[src/rtl/led_pkg.sv]
// led_pkg: shared LED channel constants and intensity type.
package led_pkg;
    localparam int NLED = 8;
    localparam int IBITS = 4;
    localparam logic [IBITS-1:0] IMAX = '1;
    typedef logic [IBITS-1:0] intensity_t;
endpackage

[src/rtl/led_intensity_cell.sv]
// led_intensity_cell: one LED's afterglow intensity with load/decay/saturate and PWM output flop.
module led_intensity_cell #(
    parameter int IBITS = led_pkg::IBITS
) (
    input  logic             clock,
    input  logic             reset,
    input  logic             enable,
    input  logic             load,
    input  logic             decay_stb,
    input  logic [IBITS-1:0] pwm_cnt,
    output logic             led
);
    localparam logic [IBITS-1:0] IMAX = '1;
    logic [IBITS-1:0] intensity;
    logic [IBITS-1:0] intensity_nx;
    // a fresh eye hit outranks the decay strobe; decay stops at zero
    always_comb intensity_nx = load ? IMAX
                             : (decay_stb && intensity != '0) ? intensity - 1'b1
                             : intensity;
    always_ff @(posedge clock) begin
        if (reset || !enable) begin
            intensity <= '0;
            led <= 1'b0;
        end else begin
            intensity <= intensity_nx;
            led <= (intensity == IMAX) || (intensity > pwm_cnt);
        end
    end
endmodule

[src/rtl/led_afterglow.sv]
// led_afterglow: cylon eye pattern with per-LED fading afterglow driven by shared PWM and decay prescaler.
module led_afterglow #(
    parameter int MXPRE = 18,
    parameter int NLED  = led_pkg::NLED,
    parameter int IBITS = led_pkg::IBITS
) (
    input  logic            clock,
    input  logic            reset,
    input  logic            enable,
    input  logic [NLED-1:0] pattern_in,
    input  logic [1:0]      decay_rate,
    output logic [NLED-1:0] led_out
);
    logic [NLED-1:0]  pattern_r;
    logic [IBITS-1:0] pwm_cnt;
    logic [MXPRE-1:0] prescaler;
    logic [MXPRE:0]   pre_sum;
    logic             decay_stb;
    // the carry out of the prescaler accumulator is the decay strobe
    always_comb begin
        pre_sum = {1'b0, prescaler} + (MXPRE+1)'(decay_rate) + 1'b1;
        decay_stb = enable && pre_sum[MXPRE];
    end
    always_ff @(posedge clock) begin
        pattern_r <= reset ? '0 : pattern_in;
        pwm_cnt <= (reset || !enable) ? '0 : pwm_cnt + 1'b1;
        prescaler <= (reset || !enable) ? '0 : pre_sum[MXPRE-1:0];
    end
    for (genvar i = 0; i < NLED; i++) begin : g_cell
        led_intensity_cell #(.IBITS(IBITS)) u_cell (
            .clock(clock),
            .reset(reset),
            .enable(enable),
            .load(pattern_r[i]),
            .decay_stb(decay_stb),
            .pwm_cnt(pwm_cnt),
            .led(led_out[i])
        );
    end
endmodule

[config.mk]
export PLATFORM = sky130hd
export DESIGN_NAME = led_afterglow
export DESIGN_NICKNAME = d
export VERILOG_FILES = /design/src/rtl/led_pkg.sv /design/src/rtl/led_intensity_cell.sv /design/src/rtl/led_afterglow.sv
export SDC_FILE = /design/constraint.sdc
export NUM_CORES = 1
export LEC_CHECK = 0
export ABC_AREA = 0
export CORE_ASPECT_RATIO = 0.9
export CORE_UTILIZATION = 50
export CTS_CLUSTER_DIAMETER = 80
export CTS_CLUSTER_SIZE = 10
export DETAILED_ROUTE_END_ITERATION = 7
export GPL_ROUTABILITY_DRIVEN = 0
export PLACE_DENSITY = 0.71
export SETUP_SLACK_MARGIN = 0.3
export SYNTH_ARGS = -nofsm -noshare
export SYNTH_HDL_FRONTEND = slang
export SYNTH_SLANG_ARGS = --single-unit
[constraint.sdc]
create_clock -name clock -period 2.1 [get_ports clock]
set_clock_uncertainty 0.2 [all_clocks]
set_input_delay 0.315 -clock clock [delete_from_list [all_inputs] [get_ports clock]]
set_output_delay 0.315 -clock clock [all_outputs]
set_load 0.1 [all_outputs]
Yosys cells after proc, flatten, opt, wreduce, memory -nomap -nowiden
Cells that the tools add are included.

Multiply operators: 0. Bitwise operators: 0. Reductions and logical operators: 35. Equality and inequality tests: 8. Shift operators: 0. Order comparisons: 8. Div/mod/pow operators: 0. Add/subtract/negate cells: 11. Mux-type cells: 16.

Operators with widths (count): 4-bit 2-to-1 mux (16); 4-bit equality test (second input constant) (8); 4-bit > comparator (8); 4-bit nonzero test (8); 4-bit by 1-bit subtractor with 4-bit output (second input constant) (8); 18-bit by 2-bit adder with 19-bit output (1); 19-bit by 1-bit adder with 19-bit output (second input constant) (1); 2-bit nonzero test (8); 1-bit logical AND (9); 1-bit logical OR (9); 4-bit by 1-bit adder with 4-bit output (second input constant) (1); 1-bit zero test (1).

Word-level logic and storage cells: 97. Bits in registers: 70. Latch bits: 0. Bits in read-only memories: 0. Input port bits: 13. Output and inout bits: 8. Memory bits (writable): 0. Memories: 0.

Depth between registers and ports, before layout
Word-level depth: 6. Gate-level depth with buffers: 10. Gate-level depth less buffers: 9.

Cells and area by module
From an unflattened synthesis, not the netlist that was laid out.

Cells, all modules: 450. Area total of the unflattened synthesis: 4092.7 um2.

By module, submodules not included: led_intensity_cell (cells an instance 41, area each 361.6 um2, sequential area each 100.1 um2, times used 8); led_afterglow (cells an instance 122, area each 1199.9 um2, sequential area each 600.6 um2, times used 1).

Worst setup path after synthesis
No wires, ideal clock.

Kind: in2reg. Start: input decay_rate[0]. End: register g_cell[3].u_cell.intensity[3]. Arrival: 1.883 ns. Required time: 1.785 ns. Setup time: 0.115 ns. Cell stages on the path: 10. Setup slack: -0.098 ns. Cells stage by stage: inv_1 > ha_1 > inv_1 > fa_1 > inv_1 > nor4_4 > buf_4 > nand4_1 > xnor2_1 > o21a_1.

Word-level cells in the longest chain between the ends: 5.

RTL lines: start: declaration (RTL line led_afterglow.sv:11) `input logic [1:0] decay_rate,`; 18-bit by 2-bit adder with 19-bit output (RTL line led_afterglow.sv:21) `pre_sum = {1'b0, prescaler} + (MXPRE+1)'(decay_rate) + 1'b1;`; 19-bit by 1-bit adder with 19-bit output (RTL line led_afterglow.sv:21); 1-bit logical AND (RTL line led_afterglow.sv:22) `decay_stb = enable && pre_sum[MXPRE];`; 1-bit logical AND (RTL line led_intensity_cell.sv:18) `: (decay_stb && intensity != '0) ? intensity - 1'b1`; 2-bit nonzero test (no line); end signal: assignment (RTL line led_intensity_cell.sv:25) `intensity <= intensity_nx;`; end: declaration (RTL line led_intensity_cell.sv:14) `logic [IBITS-1:0] intensity;`.

Every way passes these cells. A chain may end at the register's enable or synchronous reset.

Worst setup path after layout
Start: register prescaler[0]. End: register g_cell[7].u_cell.intensity[1].

Word-level cells in the longest chain between the ends: 5.

RTL lines: start: declaration (RTL line led_afterglow.sv:16) `logic [MXPRE-1:0] prescaler;`; start signal: assignment (RTL line led_afterglow.sv:27) `prescaler <= (reset || !enable) ? '0 : pre_sum[MXPRE-1:0];`; 18-bit by 2-bit adder with 19-bit output (RTL line led_afterglow.sv:21); 19-bit by 1-bit adder with 19-bit output (RTL line led_afterglow.sv:21); 1-bit logical AND (RTL line led_afterglow.sv:22); 1-bit logical AND (RTL line led_intensity_cell.sv:18); 2-bit nonzero test (no line); end signal: assignment (RTL line led_intensity_cell.sv:25); end: declaration (RTL line led_intensity_cell.sv:14).

Every way passes these cells.

==> summary.md <==
| Metric | Value |
|---|---|
| Status | `finished clean` |
| WS Path Type | `flip-flop to flip-flop` |
| Cell Rows | `30` |
| Setup crit end kind | `flip-flop` |
| DR vias/cell | `5.57` |
| Die height | `85.9 um` |
| Syn avg cell area | `9.19 um^2` |
| Sequential area share after synthesis | `0.358` |
| Final Max Tran Viols | `0` |
| Crit path DAT | `2150 ps` |
| Layout area overhead | `32.2%` |
| FMAX | `481 MHz` |
| Synthesized instance count | `426` |
| Die area | `0.00819 mm^2` |
| Largest family of logic cells by synthesized area | `simple AND/OR/NAND/NOR gates` |
| Max-cap viol count | `0` |
| Count leader, synth | `dfxtp_1` |
| CTS H-tree depth | `3` |
| Reg2reg path depth | `11` |
| Total chip power | `3.28 mW` |
| TritonCTS Buffers | `9` |
| Post-synth top cells | `dfxtp_1 (70), ha_1 (51), inv_1 (30)` |
| I/O pin count | `21` |
| Total Wirelength | `9.31 mm` |
| Ys async rst share | `0` |
| Setup Viol. Count Final | `0` |
| Final Hold Slack | `234 ps` |
| Hpwl dp | `5.63 mm` |
| Hold worst-path end | `prescaler[0]` |
| Antenna violations before repair | `0` |
| Mux cell area share after synthesis | `0.00511` |
| Layout cell share with drive strength beyond 1 | `0.263` |
| CTS tree | `done` |
| Mapped cell area | `0.00392 mm^2` |
| Root Driver | `clkbuf_8` |
| Starting density of the core | `0.519` |
| Crit path required time | `2170 ps` |
| Avg WL per Cell | `16.3 um` |
| Die X | `95.3 um` |
| Hold Path Class | `input pin to flip-flop` |
| ANT nets after route | `0` |
| Drt first-iter violations | `126` |
| Setup slack, reg-to-reg | `20 ps` |
| Total GRT Usage | `0.225` |
| RR Startpoint | `prescaler[0]` |
| Standby leakage power | `1.98 nW` |
| Clk_lat worst skew | `370 ps` |
| Final period util | `0.990` |
| Largest net degree at the start of global routing | `25` |
| Final hold vios | `0` |
| RSZ-0062 raised after global routing | `yes` |
| Reg-to-reg endpoint | `g_cell[7].u_cell.intensity[1]` |
| Clock slew at reported path FFs | `70 ps` |
| Maximum VDD drop | `0.347 mV` |
| Max clock buf depth | `2` |
| Warnings from Yosys | `0` |
| Number of global-route vias before repair | `3107` |
| Core area | `0.00754 mm^2` |
| Area fraction of the dominant cell type after synthesis | `0.358` |
| Adder-cell share of the synthesized area | `0.168` |
| Antenna Cells | `0` |
| Clock Sinks | `70` |
| Hold path startpoint | `decay_rate[0]` |
| Leading area contributor after synthesis | `dfxtp_1` |
| First-pass GRT wire length | `14.0 mm` |
| Pwr Density | `633 mW/mm^2` |
| Detailed Routing Iterations Pass 1 | `4` |
| Xor/xnor share of the synthesized area | `0.0738` |
| Area contributors post-synth | `dfxtp_1 (36%), ha_1 (16%), o21a_1 (5.4%)` |
| Fraction of the mapped netlist area in compound gates | `0.117` |
| Post-synthesis simple-gate area fraction | `0.218` |
| Least-Margin Pin Slew | `465 ps` |
| Min Tclk post-route | `2080 ps` |
| FF+latch count, synth | `70` |
| Ys flop type | `dfxtp_1` |
| Startpoint Class | `flip-flop` |
| GRT overflow | `0` |
| WHS Path Cells | `4` |
| Nets | `535` |
| Worst-path maximum fanout | `6` |
| DR vias | `3181` |
| Number of synthesized flops with an enable pin | `0` |
| Post-synth cell types | `36` |
| PortBufs | `20` |
| Residual DRC | `0` |
| Syn_nets | `491` |
| Slew headroom | `0.690` |
[cell families after synthesis]
| group | Yosys count |
|---|---|
| AND/OR/NAND/NOR | 149 |
| AO/OA/AOI/OAI | 70 |
| flip-flops | 70 |
| multiplexers | 2 |
| XOR/XNOR | 33 |
| adder cells (fa/ha/maj) | 52 |
| buffers and inverters | 50 |
[area by class of cell]
type                       count  area, um^2
fill                         570        2370
tap                           96         120
timing repair buffer          53         567
clock inverter                 5         105
sequential                    70        1420
multi-input combinational    306        2690
inverter                      30         124
clock buffer                  11         151
[metrics by stage]
stage	setup TNS [ps]	worst slack, ps	instance area [um^2]	instances	util
2_1_floorplan	0	116	3970	426	-
3_3_place_gp	-11880	-382	4320	537	0.572
3_5_place_dp	-13510	-445	4320	537	0.572
4_1_cts	0	14.7	4730	565	0.627
5_1_grt	-230	-76.2	5180	571	0.686
6_report	0	20.3	5180	571	0.686
[registers in the layout, summed over array words and instances (netlist names)]
| name | cells |
|---|---|
| pwm_cnt | 4 |
| prescaler | 18 |
| pattern_r | 8 |
| g_cell.u_cell.led | 8 |
| g_cell.u_cell.intensity | 32 |
[power breakdown]
| group | switching (mW) | internal, mW | leakage, nW | total, mW |
|---|---|---|---|---|
| sequential | 0.0512 | 1.37 | 0.575 | 1.42 |
| clock | 0.541 | 0.853 | 0.122 | 1.39 |
| combinational | 0.256 | 0.206 | 1.28 | 0.462 |
| total | 0.848 | 2.43 | 1.98 | 3.28 |
[repair_timing]
action                     CTS  global route
hold buffers                 0             0
setup endpoints to repair   48            49
gates cloned                 2             1
buffers inserted            10             5
pin swaps                    8            38
gates resized for setup     18            61
[metal layers]
layer	track usage	routed length (um)	part of all wire	vias to the layer above
met5	0	0	0	-
met4	0.101	170	0.018	0
met3	0.0567	418	0.045	20
met2	0.385	4700	0.50	60
met1	0.261	4020	0.43	1526
li1	-	-	-	1575
[worst max path at each step]
stage                  startpoint                            end  slack [ps]  cells past startpoint
floorplan            prescaler[0]  g_cell[3].u_cell.intensity[3]         120                     10
global route         prescaler[0]  g_cell[7].u_cell.intensity[1]         -80                     11
finish               prescaler[0]  g_cell[7].u_cell.intensity[1]          20                     11
CTS                  prescaler[0]  g_cell[3].u_cell.intensity[3]          10                     12
global placement    decay_rate[0]  g_cell[2].u_cell.intensity[3]        -380                     11
detailed placement  decay_rate[0]  g_cell[2].u_cell.intensity[1]        -440                     11
[placed cells by master (no fill, tap or decap), types with 6 or more instances in the layout]
| master | netlist | final |
|---|---|---|
| inv_1 | 30 | 24 |
| o21ai_1 | 0 | 7 |
| nand4b_1 | 6 | 6 |
| clkdlybuf4s50_1 | 0 | 10 |
| ha_4 | 0 | 15 |
| xor2_1 | 12 | 12 |
| o21a_1 | 28 | 28 |
| clkbuf_8 | 0 | 11 |
| nand3_1 | 24 | 19 |
| dfxtp_2 | 0 | 6 |
| ha_1 | 51 | 36 |
| xnor2_1 | 21 | 15 |
| nand4_1 | 21 | 21 |
| nand2_1 | 22 | 22 |
| dfxtp_1 | 70 | 62 |
| nor2_1 | 26 | 26 |
| a31oi_1 | 8 | 6 |
| buf_6 | 1 | 8 |
| nor3_1 | 8 | 8 |
| nor2b_1 | 19 | 18 |
| buf_4 | 10 | 25 |
| a21oi_1 | 18 | 15 |
| xnor2_2 | 0 | 6 |
[worst max-delay path, stage by stage (launching register included)]
cell and delay, ps:
dfxtp_2 320, inv_2 60, ha_4 130, inv_2 30, fa_2 360, inv_4 80, nor4_4 30, buf_4 160
clkbuf_16 170, nand3_2 120, nor3b_2 70, a311oi_1 260
(Power assumes the default switching activity.)
